## config.mk

```make
export PLATFORM = sky130hd
export DESIGN_NAME = buffer_core
export DESIGN_NICKNAME = d
export VERILOG_FILES = /design/src/rtl/buffer_pkg.sv /design/src/rtl/buffer_storage.sv /design/src/rtl/buffer_core.sv
export SDC_FILE = /design/constraint.sdc
export NUM_CORES = 1
export LEC_CHECK = 0
export CAP_MARGIN = 20
export CORE_MARGIN = 2
export CORE_UTILIZATION = 54
export CTS_BUF_LIST = sky130_fd_sc_hd__clkbuf_4 sky130_fd_sc_hd__clkbuf_8
export DETAILED_ROUTE_END_ITERATION = 7
export HOLD_SLACK_MARGIN = 0.15
export PLACE_DENSITY = 0.81
export SLEW_MARGIN = 20
export SYNTH_ARGS = -nofsm -noshare
export SYNTH_HDL_FRONTEND = slang
export SYNTH_SLANG_ARGS = --single-unit
```

## constraint.sdc

```tcl
create_clock -name clk -period 2.7 [get_ports clk]
set_input_delay 0.405 -clock clk [delete_from_list [all_inputs] [get_ports clk]]
set_output_delay 0.405 -clock clk [all_outputs]
set_load 0.02 [all_outputs]
```

## src/rtl/buffer_pkg.sv

```systemverilog
// buffer_pkg: shared constants and helpers for the buffer_core slice.
//   ORDER_FIFO / ORDER_FILO : legal values of the POP_ORDER parameter
//   count_width()           : occupancy counter width for a given depth
package buffer_pkg;

    localparam logic [31:0] ORDER_FIFO = "FIFO";
    localparam logic [31:0] ORDER_FILO = "FILO";

    // Occupancy runs 0..DEPTH inclusive, so one bit more than the address.
    function automatic int count_width(input int depth);
        return $clog2(depth) + 1;
    endfunction

endpackage

```

## src/rtl/buffer_storage.sv

```systemverilog
// buffer_storage: DEPTH x DATA_WIDTH array, one write port, one registered
// read port. The array itself is never reset; only the read register is.
//   clk, rst         : clock, async active-high reset (read register only)
//   wr_en/addr/data  : write port
//   rd_en/addr       : read request, data appears on rd_data after the edge
//   rd_data          : registered read data, holds when rd_en=0
module buffer_storage #(
    parameter int DATA_WIDTH = 8,
    parameter int DEPTH      = 8
)(
    input  logic                     clk,
    input  logic                     rst,
    input  logic                     wr_en,
    input  logic [$clog2(DEPTH)-1:0] wr_addr,
    input  logic [DATA_WIDTH-1:0]    wr_data,
    input  logic                     rd_en,
    input  logic [$clog2(DEPTH)-1:0] rd_addr,
    output logic [DATA_WIDTH-1:0]    rd_data
);

    logic [DATA_WIDTH-1:0] mem [DEPTH];

    always_ff @(posedge clk) begin
        if (wr_en) mem[wr_addr] <= wr_data;
    end

    // Read-before-write: a same-address write on the same edge is not seen,
    // which is what the FILO replace-top case relies on.
    always_ff @(posedge clk or posedge rst) begin
        if (rst)        rd_data <= '0;
        else if (rd_en) rd_data <= mem[rd_addr];
    end

endmodule

```

## src/rtl/buffer_core.sv

```systemverilog
// buffer_core: parameterised FIFO/FILO buffer with occupancy flags and
// sticky overflow/underflow.
//   clk, rst_n           : clock; rst_n is async reset, asserted HIGH
//   clear                : synchronous flush (push/pop ignored that cycle)
//   push, push_data      : write request
//   pop                  : read request; pop_data/pop_valid one cycle later
//   count                : occupancy 0..DEPTH
//   full/empty/almost_*  : decoded from registered count only
//   overflow/underflow   : sticky until reset or clear
module buffer_core
    import buffer_pkg::*;
#(
    parameter int          DATA_WIDTH   = 8,
    parameter int          DEPTH        = 8,
    parameter logic [31:0] POP_ORDER    = ORDER_FIFO,
    parameter int          AFULL_LEVEL  = DEPTH - 1,
    parameter int          AEMPTY_LEVEL = 1
)(
    input  logic                          clk,
    input  logic                          rst_n,
    input  logic                          clear,
    input  logic                          push,
    input  logic [DATA_WIDTH-1:0]         push_data,
    input  logic                          pop,
    output logic [DATA_WIDTH-1:0]         pop_data,
    output logic                          pop_valid,
    output logic [count_width(DEPTH)-1:0] count,
    output logic                          full,
    output logic                          empty,
    output logic                          almost_full,
    output logic                          almost_empty,
    output logic                          overflow,
    output logic                          underflow
);

    localparam int PW = $clog2(DEPTH);
    localparam int CW = count_width(DEPTH);
    localparam bit IS_FILO = (POP_ORDER == ORDER_FILO);
    localparam logic [CW-1:0] FULL_LVL = CW'(DEPTH);
    localparam logic [CW-1:0] AF_LVL   = CW'(AFULL_LEVEL);
    localparam logic [CW-1:0] AE_LVL   = CW'(AEMPTY_LEVEL);

    if (POP_ORDER != ORDER_FIFO && POP_ORDER != ORDER_FILO) begin : g_bad_order
        $fatal(1, "buffer_core: POP_ORDER must be \"FIFO\" or \"FILO\"");
    end
    if (DEPTH < 2 || (DEPTH & (DEPTH - 1)) != 0) begin : g_bad_depth
        $fatal(1, "buffer_core: DEPTH must be a power of two >= 2");
    end
    if (AFULL_LEVEL > DEPTH) begin : g_bad_afull
        $fatal(1, "buffer_core: AFULL_LEVEL must not exceed DEPTH");
    end

    logic [PW-1:0] wr_ptr, rd_ptr;
    logic [PW-1:0] wr_addr, rd_addr, top_addr;
    logic          pop_acc, push_acc, do_pop, do_push;

    assign full         = (count == FULL_LVL);
    assign empty        = (count == '0);
    assign almost_full  = (count >= AF_LVL);
    assign almost_empty = (count <= AE_LVL);

    assign pop_acc  = pop & ~empty;
    assign push_acc = push & (~full | pop_acc);
    assign do_pop   = pop_acc & ~clear;
    assign do_push  = push_acc & ~clear;

    // count-1 modulo DEPTH; only meaningful when count != 0, which is the
    // only time FILO reads it.
    assign top_addr = count[PW-1:0] - PW'(1);

    always_comb begin
        wr_addr = wr_ptr;
        rd_addr = rd_ptr;
        if (IS_FILO) begin
            rd_addr = top_addr;
            // Simultaneous push/pop replaces the top entry in place.
            wr_addr = pop_acc ? top_addr : count[PW-1:0];
        end
    end

    always_ff @(posedge clk or posedge rst_n) begin
        if (rst_n) begin
            wr_ptr    <= '0;
            rd_ptr    <= '0;
            count     <= '0;
            pop_valid <= 1'b0;
            overflow  <= 1'b0;
            underflow <= 1'b0;
        end else if (clear) begin
            wr_ptr    <= '0;
            rd_ptr    <= '0;
            count     <= '0;
            pop_valid <= 1'b0;
            overflow  <= 1'b0;
            underflow <= 1'b0;
        end else begin
            if (do_push) wr_ptr <= wr_ptr + PW'(1);
            if (do_pop)  rd_ptr <= rd_ptr + PW'(1);
            case ({do_push, do_pop})
                2'b10:   count <= count + CW'(1);
                2'b01:   count <= count - CW'(1);
                default: count <= count;
            endcase
            pop_valid <= do_pop;
            if (push & ~push_acc) overflow  <= 1'b1;
            if (pop & empty)      underflow <= 1'b1;
        end
    end

    buffer_storage #(
        .DATA_WIDTH (DATA_WIDTH),
        .DEPTH      (DEPTH)
    ) u_storage (
        .clk     (clk),
        .rst     (rst_n),
        .wr_en   (do_push),
        .wr_addr (wr_addr),
        .wr_data (push_data),
        .rd_en   (do_pop),
        .rd_addr (rd_addr),
        .rd_data (pop_data)
    );

endmodule

```

### Word level (Yosys, flattened, before mapping)

Memories as Yosys holds them, arrays and structs flattened. A register that Yosys moved wholly into a read port is not among the register bits.
Index checks and enable logic that the tools add are counted.

| cells by class | value |
|---|---|
| magnitude comparators | 2 |
| muxes and demuxes | 13 |
| reduce and logical (&&, ||, !) cells | 6 |
| bitwise operators | 11 |
| $add $sub $neg | 4 |
| equal/unequal tests | 3 |

Operators with widths:

| kind | count |
|---|---|
| 2-to-1 mux 3 bit | 4 |
| case mux 4 bit (2 select lines) | 1 |
| nonzero test 2 bit | 4 |
| 2-to-1 mux 1 bit | 7 |
| adder 3 x 1 -> 3 bit (second input constant) | 2 |
| bitwise AND 1 bit | 6 |
| adder 4 x 1 -> 4 bit (second input constant) | 1 |
| equality test 4 bit (second input constant) | 1 |
| >= comparator 4 x 3 -> 1 bit (second input constant) | 1 |
| <= comparator 4 x 1 -> 1 bit (second input constant) | 1 |
| zero test 4 bit | 1 |
| 2-to-1 mux 4 bit | 1 |
| inverter 1 bit | 4 |
| subtractor 4 x 1 -> 4 bit (second input constant) | 1 |
| nonzero test 3 bit | 1 |
| equality test 2 x 1 -> 1 bit (second input constant) | 1 |
| equality test 2 bit (second input constant) | 1 |
| OR 1 bit | 1 |

| word-level totals | value |
|---|---|
| RAM bits | 64 |
| register bits after elaboration | 13 |
| memories | 1 |

Memory list:

| memory | depth | width | rd ports | clocked after memory_dff | write ports | RTL line | text |
|---|---|---|---|---|---|---|---|
| u_storage.mem | 8 | 8 | 1 | 1 | 1 | buffer_storage.sv:21 | `logic [DATA_WIDTH-1:0] mem [DEPTH];` |

### Logic depth before layout (Yosys ltp)

| logic depth | value |
|---|---|
| word-level depth | 9 |
| gate-level depth with buffers | 7 |

### Cells and area by module

From an unflattened synthesis, not the netlist that was laid out.

| unflattened totals | value |
|---|---|
| cell total of the unflattened synthesis | 251 |
| area total of the unflattened synthesis | 3649.8 µm² |

By module, submodules not included:

| module | area an instance (µm²) | times used | cells an instance |
|---|---|---|---|
| buffer_storage | 2865.2 | 1 | 170 |
| buffer_core | 784.5 | 1 | 81 |

### Worst setup path after synthesis

No wires, ideal clock.

| timing path | value |
|---|---|
| path type | register -> register |
| from | register count[0] |
| to | memory u_storage.mem[2][0], enable pin |
| arrival | 2.359 ns |
| data required time | 2.317 ns |
| clock period less this slack | 2.742 ns |
| stages on the path, launching flop included | 8 |
| path buffers | 1 |
| library setup time | 0.383 ns |
| slack | -0.042 ns |
| path through | dfrtp_1 inv_1 ha_1 nand2b_1 buf_2 o31ai_1 or3b_2 nor3_1 |

| on the way | value |
|---|---|
| cells in the longest elaborated chain, start to end | 8 |

RTL lines:

| item | RTL line | text |
|---|---|---|
| start, declared | buffer_core.sv:27 | `output logic [count_width(DEPTH)-1:0] count,` |
| start signal, assigned | buffer_core.sv:100 | `2'b10: count <= count + CW'(1);` |
| start signal, assigned | buffer_core.sv:101 | `2'b01: count <= count - CW'(1);` |
| start signal, assigned | buffer_core.sv:102 | `default: count <= count;` |
| zero test 4 bit | buffer_core.sv:58 | `assign empty = (count == '0);` |
| inverter 1 bit | buffer_core.sv:62 | `assign pop_acc = pop & ~empty;` |
| bitwise AND 1 bit | buffer_core.sv:62 |  |
| OR 1 bit * | buffer_core.sv:63 | `assign push_acc = push & (~full \| pop_acc);` |
| bitwise AND 1 bit * | buffer_core.sv:63 |  |
| bitwise AND 1 bit * | buffer_core.sv:65 | `assign do_push = push_acc & ~clear;` |
| 2-to-1 mux 1 bit * | buffer_storage.sv:24 | `if (wr_en) mem[wr_addr] <= wr_data;` |
| 2-to-1 mux 1 bit (implied by the code) * | buffer_storage.sv:24 |  |
| end, declared | buffer_storage.sv:21 |  |

Every way passes the cells marked *; elsewhere a longest branch is shown, timed or not.

### Worst setup path after layout

| timing path | value |
|---|---|
| from | register count[0] |
| to | memory u_storage.mem[3][4], enable pin |

The elaborated chain is that of the path after synthesis.

==> metrics.log <==
[metrics] status: finished, final reports clean
[metrics] critical path startpoint: count[0]
[metrics] Synth Net Count: about 230
[metrics] share of synthesized area occupied by flip-flops and latches: between 60% and 70%
[metrics] Tot GR Track Use: 19.00%
[metrics] number of standard cells after synthesis: 210
[metrics] Critical Path Source Type: register
[metrics] routed via count divided by cell count: just under 6
[metrics] routed len/inst: 19.08 µm
[metrics] power density normalized to cell area: 837.2 nW/µm²
[metrics] drt pass-1 iters: 4
[metrics] VDD IR-drop max: 0.7131 mV
[metrics] pins over their slew limit: 0
[metrics] kind of critical path: reg2reg
[metrics] critical register-to-register path startpoint: count[0]
[metrics] chip height: 86 µm
[metrics] cell with the largest stage delay on the worst path: sky130_fd_sc_hd__or3b_2
[metrics] area of the placeable core: roughly 6400 µm²
[metrics] data arrival time of the critical path: 2480 ps
[metrics] vias in the first global route: 2002
[metrics] Core Rows: 29
[metrics] critical path fanouts, max: 8
[metrics] post-layout total power: between 3 and 4 mW
[metrics] area growth from synthesis to final layout: 18.64%
[metrics] Switch Pwr: 1.018 mW
[metrics] static leakage power: 1.590 nW
[metrics] number of hold-slack violations in the final timing report: 0
[metrics] cell chain of the critical path: inv_1 -> ha_2 -> nand2b_1 -> o31ai_1 -> or3b_2 -> nor2_1 -> buf_4
[metrics] RSZ-0062 raised after global routing: false
[metrics] number of sinks driven by the clock tree: 85
[metrics] number of fill cells: 439
[metrics] antenna diode instance count: 0
[metrics] DIE AREA: 7396 µm²
[metrics] FF+latch count, synth: 85
[metrics] Residual DRC: 0
[metrics] mean area per synthesized cell: around 17 µm²
[metrics] most frequent cells in the layout: sky130_fd_sc_hd__edfxtp_1 (64), sky130_fd_sc_hd__clkdlybuf4s50_1 (29), sky130_fd_sc_hd__nor2_1 (21), sky130_fd_sc_hd__dfrtp_1 (21), sky130_fd_sc_hd__buf_4 (17)
[metrics] Nets: about 280
[metrics] boundary pin count: 32
[metrics] clock tree from TritonCTS: yes
[metrics] portion of total power attributed to the clock network: 25.2%
[metrics] DIE WIDTH: 86 µm
[metrics] Int Pwr: about 2.6 mW
[metrics] fmax: 0.4115 GHz
[metrics] last weighted congestion value of the routability-driven placer: 0.8325
[metrics] worst clock skew on the final layout: 6.624 ps
[metrics] initial antenna violation count: 0
[metrics] Crit. End Element: register
[metrics] number of input and output port buffers inserted: 31
[metrics] Clk pin slew, worst setup/hold paths: 80 ps
[metrics] Rel. slew slack: 57.35%
[metrics] final instance count without filler cells: 340
[metrics] Placed Instances: 324
[metrics] largest net degree at the start of global routing: 22
[metrics] maximum buffer depth of the clock tree: 2
[metrics] path category of the worst min-delay check: in2async
[metrics] number of design-rule violations left by the first detailed-router iteration: 154
[metrics] number of antenna-violating nets in the routed design: 0
[metrics] wire length of the first global-routing pass: 10280 µm
[metrics] switching portion of total power: 28.22%
[metrics] time the final worst path needs with I/O delays and setup: 2430 ps
[metrics] setup TNS: 0 ps
[metrics] part of the total power dissipated in sequential elements: 44.9%
[metrics] number of max-capacitance violations reported: 0
[metrics] most common cell after layout, fill and taps aside: sky130_fd_sc_hd__edfxtp_1
[metrics] CTS H-tree lvls: 3
[metrics] fraction of final layout cells sized beyond drive strength 1: 19.77%
[metrics] slew at the pin closest to its max-slew limit: 639.8 ps
[metrics] slowest stage delay, CP: 530 ps
[metrics] detailed-placement wirelength estimate: between 4000 and 5000 µm
[metrics] total via count in the routed design: 1986
[metrics] total congestion overflow after global routing: 0
[metrics] clock buffer count from CTS: 9
[metrics] Initial Utilization: 56.54%
[metrics] final count of negative-setup-slack endpoints: 0
[metrics] total detailed-routing wirelength: ~6500 µm
[metrics] source-to-sink clock delay at the later pin of the worst-skew pair: 340 ps
[metrics] root buf cell: sky130_fd_sc_hd__clkbuf_8
[metrics] period utilisation layout: 90.00%
[metrics] distinct cell type count of the synthesized netlist: 38
[metrics] number of synthesis warnings: 0
[metrics] summed instance area of the synthesized netlist: 3631 µm²
[metrics] Crit path required time: between 2000 and 3000 ps
[metrics] Comb pwr share: roughly 30%
final timing paths:
| kind | end | slack (ps) | cells past startpoint |
|---|---|---|---|
| setup / recovery | u_storage.mem[3][4] | 270 | 7 |
| hold / removal | count[2] | 410 | 3 |
| setup reg to reg | u_storage.mem[3][4] | 270 | 7 |
| hold reg to reg | underflow | 500 | 2 |
| max in group asynchronous | u_storage.rd_data[5] | 2050 | 3 |
| min in group clk | underflow | 500 | 2 |
synthesized netlist by cell type (all sizes together):
library cell	count	area, µm²
edfxtp	64	1922
mux2i	4	40.04
or3	3	18.77
ha	5	62.56
clkbuf	5	18.77
mux2	17	195.2
nor3	4	20.02
a311oi	1	8.760
a21oi	5	25.02
dfrtp	21	525.5
a22o	1	8.760
o2111ai	1	8.760
nor2	22	85.09
nand3b	1	7.510
nor4	1	6.260
buf	6	55.05
xnor2	1	8.760
xor2	4	35.03
o21ai	3	15.01
nor2b	2	12.51
nand2	4	15.01
o211ai	2	15.01
inv	6	22.52
mux4	16	420.4
a31oi	2	12.51
a221oi	2	17.52
or3b	1	8.760
o311ai	1	8.760
o31ai	1	7.510
nand2b	3	18.77
nand3	1	5.000
final cells by class:
class | instances | area [µm²] | share of cell area (%)
Clock buffer | 14 | 173.9 | 4.037
Clock inverter | 2 | 33.78 | 0.7842
Inverter | 6 | 22.52 | 0.5228
Multi-Input combinational cell | 108 | 1095 | 25.41
Sequential cell | 85 | 2447 | 56.81
Tap cell | 77 | 96.34 | 2.236
Timing Repair Buffer | 48 | 439.2 | 10.19
through the flow:
step                worst slack, ps  instance area (µm²)  hold slack (ps)  utilization (%)
CTS                           25.89                 4303            415.4            67.00
detailed placement            242.3                 4096            483.9            63.78
finish                        270.0                 4308            411.4            67.08
global placement              371.7                 4096            478.3            63.78
floorplan                     79.58                 3636            381.5                -
global route                  99.41                 4308            438.2            67.08
per-layer routing:
metal	routed length [µm]	track usage, %	vias up
li1	-	-	919
met1	2859	26.44	1005
met2	3249	29.39	56
met3	311	5.101	6
met4	65	6.494	0
met5	0	0	-
worst max-delay path: cells and delay by family, from the launching register on:
kind,cells,cell delay [ps]
AO/OA/AOI/OAI,1,190
AND/OR/NAND/NOR,3,960
flip-flops,1,460
adder cells (fa/ha/maj),1,240
buffers and inverters,2,280
power groups by stage:
stage | sequential [mW] | clock (mW) | combinational (mW)
2_1_floorplan | 1.73 | 0 | 0.639
3_3_place_gp | 1.64 | 0 | 1.06
3_5_place_dp | 1.65 | 0 | 1.08
4_1_cts | 1.62 | 0.932 | 1.09
5_1_grt | 1.63 | 0.988 | 1.16
6_report | 1.62 | 0.907 | 1.08
registers in the layout (all words and copies together) (netlist names):
register / cells
count: 4
underflow: 1
rd_addr: 3
pop_valid: 1
wr_addr: 3
u_storage.rd_data: 8
overflow: 1
u_storage.mem: 64
kinds of logic (layout without fill, tap and decap cells):
| kind of cell | after synthesis | after routing | synth area share [%] |
|---|---|---|---|
| DFF | 85 | 85 | 67.40 |
| buffers and inverters | 17 | 70 | 2.653 |
| adders and majority gates | 5 | 5 | 1.723 |
| muxes | 37 | 37 | 18.06 |
| AOI/OAI and AO/OA | 19 | 19 | 3.515 |
| xor gates and xnor gates | 5 | 5 | 1.206 |
| and+or+nand+nor | 42 | 42 | 5.445 |
repair_timing:
item / 4_1_cts / 5_1_grt
cloned: 0 / 0
hold buffers: 0 / 0
setup buffers: 0 / 0
setup endpoints to repair: 1 / 1
pin swaps: 0 / 0
resized for setup: 1 / 2
(Power assumes the default switching activity.)
